$ cat src/rtl/led_pattern_gen.sv
// led_pattern_gen: prescaled LED pattern generator (binary up/down, Gray, bounce)
module led_pattern_gen #(
  parameter int WIDTH      = 6,
  parameter int WAIT_TIME  = 5000000,
  parameter int ACTIVE_LOW = 1
) (
  input  logic             clk,
  input  logic             reset,
  input  logic             enable,
  input  logic [1:0]       mode,
  input  logic             step,
  output logic [WIDTH-1:0] led,
  output logic             tick
);
  localparam int PW = $clog2(WAIT_TIME);
  localparam int SW = (WIDTH > 1) ? $clog2(WIDTH) : 1;
  localparam logic [PW-1:0] LAST = PW'(WAIT_TIME - 1);
  localparam logic [SW-1:0] TOP = SW'(WIDTH - 1);
  localparam logic [WIDTH-1:0] MASK = (ACTIVE_LOW != 0) ? '1 : '0;
  logic [PW-1:0]    presc_q, presc_d;
  logic [WIDTH-1:0] cnt_q, cnt_d, led_q, pat_d;
  logic [SW-1:0]    pos_q, pos_d, pos_n;
  logic [1:0]       mode_q;
  logic             dir_q, dir_d, dir_n, tick_q, chg, adv, bounce;
  // mode change clears all state and suppresses any advance in that cycle
  always_comb begin
    chg     = mode != mode_q;
    adv     = !chg && (enable ? presc_q == LAST : step);
    bounce  = mode == 2'b11;
    presc_d = chg ? '0 : !enable ? presc_q : (presc_q == LAST) ? '0 : presc_q + PW'(1);
    pos_n   = (WIDTH == 1) ? '0 : dir_q ? pos_q - SW'(1) : pos_q + SW'(1);
    dir_n   = ((!dir_q && pos_n == TOP) || (dir_q && pos_n == '0)) ? ~dir_q : dir_q;
    cnt_d   = chg ? '0 : (!adv || bounce) ? cnt_q : (mode == 2'b01) ? cnt_q - WIDTH'(1) : cnt_q + WIDTH'(1);
    pos_d   = chg ? '0 : (adv && bounce) ? pos_n : pos_q;
    dir_d   = chg ? 1'b0 : (adv && bounce) ? dir_n : dir_q;
    pat_d   = bounce ? WIDTH'(1) << pos_d : (mode == 2'b10) ? cnt_d ^ (cnt_d >> 1) : cnt_d;
  end
  always_ff @(posedge clk) begin
    if (reset) begin
      presc_q <= '0;
      cnt_q   <= '0;
      pos_q   <= '0;
      dir_q   <= 1'b0;
      tick_q  <= 1'b0;
      mode_q  <= mode;
      led_q   <= MASK;
    end else begin
      presc_q <= presc_d;
      cnt_q   <= cnt_d;
      pos_q   <= pos_d;
      dir_q   <= dir_d;
      tick_q  <= adv;
      mode_q  <= mode;
      led_q   <= pat_d ^ MASK;
    end
  end
  assign led  = led_q;
  assign tick = tick_q;
endmodule

$ cat config.mk
export PLATFORM = sky130hd
export DESIGN_NAME = led_pattern_gen
export DESIGN_NICKNAME = d
export VERILOG_FILES = /design/src/rtl/led_pattern_gen.sv
export SDC_FILE = /design/constraint.sdc
export NUM_CORES = 1
export LEC_CHECK = 0
export BUFFER_PORTS_ARGS = -buffer_cell sky130_fd_sc_hd__buf_2
export CORE_MARGIN = 4
export CORE_UTILIZATION = 47
export DETAILED_ROUTE_END_ITERATION = 7
export GPL_TIMING_DRIVEN = 0
export MAX_ROUTING_LAYER = met4
export PLACE_DENSITY = 0.69
export SETUP_SLACK_MARGIN = 0.1
export SLEW_MARGIN = 20
export SYNTH_ARGS = -nofsm -noshare
export SYNTH_HDL_FRONTEND = slang
export SYNTH_SLANG_ARGS = --single-unit
$ cat constraint.sdc
create_clock -name clk -period 5.6 [get_ports clk]
set_input_delay 0.56 -clock clk [delete_from_list [all_inputs] [get_ports clk]]
set_output_delay 0.56 -clock clk [all_outputs]
set_load 0.05 [all_outputs]
==> impl_metrics.csv <==
group,metric,value,unit
timing,timing.final.crit_share,52.5,%
clocking,root_buffer,"clkbuf_8",
yosys,synth_mux_area_share,2.01,%
floorplan,placementRows,26,
power,pwr-share-comb,7.6,%
yosys,post-synth-top-area-fraction,33.8,%
placement,port_buffers,11,
floorplan,floorplan.initialDensity,48.7,%
yosys,combinational_family_with_the_most_area_after_synthesis,"simple AND/OR/NAND/NOR gates",
cells_and_area,drive_gt1_share,8.73,%
grt,vias_in_the_first_global_route,2011,
yosys,yosys_register_bits,42,
cells_and_area,post_route_cell_area,2770,um^2
timing,setup_repair_after_global_routing_missed_its_margin,"no",
detailed_routing,drtAntennaViolNets,0,
cells_and_area,area_growth_syn_to_layout,11.3,%
clocking,post-cts-setup-buffer-count,0,
yosys,synth.yosys.seq_area_share,33.8,%
outcome,run_status,"completed",
worst_setup_path,timing.critical_path.cells,"buf_2, clkbuf_1, nand2b_1, xnor2_1, ha_1, nor4b_1, a211oi_1, a21o_1, a211oi_2, and3_1, nor3_1, o32ai_1",
timing,report.final.setup_viol,0,
power,powerDensity,233,nW/um^2
timing,fin_skew,0.0103,ns
grt,grt_first_pass_wirelength,9580,um
detailed_routing,postRouteWirelength,5800,um
yosys,synth_commonest_cells,"50 x nor2_1, 42 x dfxtp_1, 33 x nand2_1, 19 x xnor2_1, 17 x a21oi_1",
grt,gr-usage-all-layers,19.5,%
power,p_sw,0.000150,W
worst_setup_path,critical_path.slowest_cell,"clkbuf_1",
clocking,numClockSinks,42,
detailed_routing,post-route-drc-count,0,
worst_setup_path,critPathLaunchType,"input pin",
detailed_routing,dr_pass1_iterations,5,
yosys,synthSimpleGateAreaFrac,30.6,%
clocking,tritoncts,"built",
cells_and_area,antenna-diode-count,0,
power,irDropWorstVdd,0.118,mV
clocking,worstSkewPairLatency,0.31,ns
floorplan,die_y_extent,80.8,um
placement,dp.final_hpwl,4210,um
worst_setup_path,critPathRequiredTime,5.81,ns
yosys,synth.lib_cells_used.distinct,56,
worst_setup_path,critical-path-max-stage-delay,0.40,ns
yosys,post_synth_main_area_contributors,"dfxtp_1 34%, nor2_1 7.5%, xnor2_1 6.7%",
yosys,synth_adder_area_share,3.32,%
timing,slew_headroom,59.4,%
yosys,post_synth_xor_area_fraction,10.9,%
yosys,post_synth.cell_area_avg,7.95,um^2
power,power.static_leakage,0.935,nW
floorplan,floorplan.die_area,6520,um^2
yosys,ys_warn_count,0,
grt,globalRouteOverflowTotal,0,
worst_setup_path,worst_ep_arrival_time,3.15,ns
detailed_routing,dr.first_iter.drc_count,187,
detailed_routing,dr_total_vias,2252,
yosys,synth_nets,325,
timing,post_route_setup_tns,0,ns
clocking,cts_inserted_buffers,5,
power,clockPowerShare,45.5,%
yosys,post_synth_edffs,0,
power,share_seq_of_total_power,46.9,%
yosys,synth-main-ff-cell,"dfxtp_1",
worst_setup_path,timing_worst_setup_path_type,"in2reg",
timing,finalMaxSlewViolations,0,
timing,finalHoldViolations,0,
min_path,worstHoldPathType,"in2reg",
power,power.internal,0.000494,W
detailed_routing,avgRoutedWirePerCell,14.4,um
clocking,cts-htree-levels,2,
worst_setup_path,crit_family,"simple AND/OR/NAND/NOR gates",
cells_and_area,fin_util,54.2,%
yosys,postSynth.asyncResetShare,0,%
detailed_routing,drt-vias-per-instance,5.60,
power,power.share.switching,23.3,%
placement,post-place-cells,394,
clocking,cts_max_path_buffers,2,
timing,timing.fmax,0.340,GHz
clocking,number_of_instances_resized_during_post_cts_repair,0,
floorplan,core_area,5110,um^2
timing,finalWorstPathRequiredPeriod,2.94,ns
worst_setup_path,worstPathMaxFanout,10,
placement,finalWeightedCongestion,0.921,
floorplan,ioPinCount,13,
timing,timing_worst_slew_pin_value,0.600,ns
yosys,synth_cells,313,
yosys,synth-compound-area-share,15.6,%
yosys,yosys.cell_count.top_type,"nor2_1",
yosys,yosysTopAreaCell,"dfxtp_1",
clocking,hold_buffers,0,
yosys,post_synth_instance_area,2490,um^2
timing,hold_slack,0.405,ns
worst_setup_path,critical_path_buf_inv_count,2,
placement,dpl_cell_area,2630,um^2
worst_setup_path,setup.worst_path.end_class,"register",
clocking,clk_pin_slew_worst_paths,0.09,ns
cells_and_area,numnets_final,343,
grt,antenna_found_initial,0,
grt,grt_max_degree,15,
cells_and_area,post_layout_nonfiller_instances,402,
floorplan,die_x,80.8,um
run,cap_viol_max_count,0,
## registers in the layout, summed over array words and instances, names as in the netlist
| register | cells |
|---|---|
| mode_q | 2 |
| dir_q | 1 |
| cnt_q | 6 |
| presc_q | 23 |
| pos_q | 3 |
| led | 6 |
| tick | 1 |
## cell usage in the layout (no fill, tap or decap), types with 2 or more instances in the layout
master      n
clkbuf_1   11
and3_1      6
clkbuf_8    5
nor3_1      9
and2_0      2
and2_1      2
nor2_1     50
nand4_1    11
nand2b_1    5
bufinv_16   2
nor4b_1     2
nand2_1    33
nand4b_1    3
xnor2_1    19
inv_1       9
nor4_1      6
and4_1      2
nand3_1     9
ha_1        5
dfxtp_1    42
a211oi_1    4
o21ai_1     2
or3_1       3
nand3b_1    2
o21ai_0     6
mux2i_1     5
a311oi_1    2
a21o_1      4
a21oi_1    17
buf_2      12
xor2_1     12
o211a_1     3
## power groups by stage
stage	clock network [W]	registers, W	logic (W)
2_1_floorplan	0	0.000312	0.0000311
3_3_place_gp	0	0.000309	0.0000480
3_5_place_dp	0	0.000309	0.0000482
4_1_cts	0.000299	0.000302	0.0000485
5_1_grt	0.000314	0.000302	0.0000539
6_report	0.000293	0.000302	0.0000488
## worst register-to-register path: stages, from the launching register on
cell	delay, ns
dfxtp_1	0.41
ha_1	0.22
nor4bb_1	0.50
and4_1	0.36
a21o_1	0.14
buf_4	0.16
and3_1	0.15
buf_2	0.18
mux2i_1	0.23
xor2_1	0.17
a2bb2oi_1	0.20
## metal layers
layer	wire, um	vias up	track usage [%]
met5	0	-	-
li1	-	1140	-
met1	2660	1020	24.9
met4	124	0	5.91
met2	2590	79	30.5
met3	422	13	4.88
## cell families after synthesis
kind of cell / Yosys count
DFF: 42
and+or+nand+nor: 153
muxes: 5
xor gates and xnor gates: 31
AOI/OAI and AO/OA: 53
buffers and inverters: 23
adders and majority gates: 6
## through the flow
step | total power (W) | setup WS (ns)
after global routing | 0.000670 | 2.35
after CTS | 0.000650 | 2.66
after floorplan | 0.000343 | 2.88
final | 0.000644 | 2.66
after global placement | 0.000357 | 2.37
after detailed placement | 0.000357 | 2.36
## layout make-up
type	instances	area [um^2]
fill	504	2340
multi-input combinational	248	1560
sequential	42	841
tap	70	87.6
clock buffer	5	68.8
clock inverter	3	68.8
timing repair buffer	11	55.1
buffer	13	53.8
inverter	10	37.5
## final timing paths
kind	startpoint	to	slack, ns	cells past startpoint
min reg2reg	presc_q[11]$_SDFFE_PP0P_	presc_q[11]$_SDFFE_PP0P_	0.49	2
max	mode[1]	led[1]$_SDFF_PP1_	2.66	12
min	mode[1]	mode_q[1]$_DFF_P_	0.41	1
max reg2reg	presc_q[0]$_SDFFE_PP0P_	led[2]$_SDFF_PP1_	2.80	10
No activity file was read; power rests on OpenSTA's default activity.
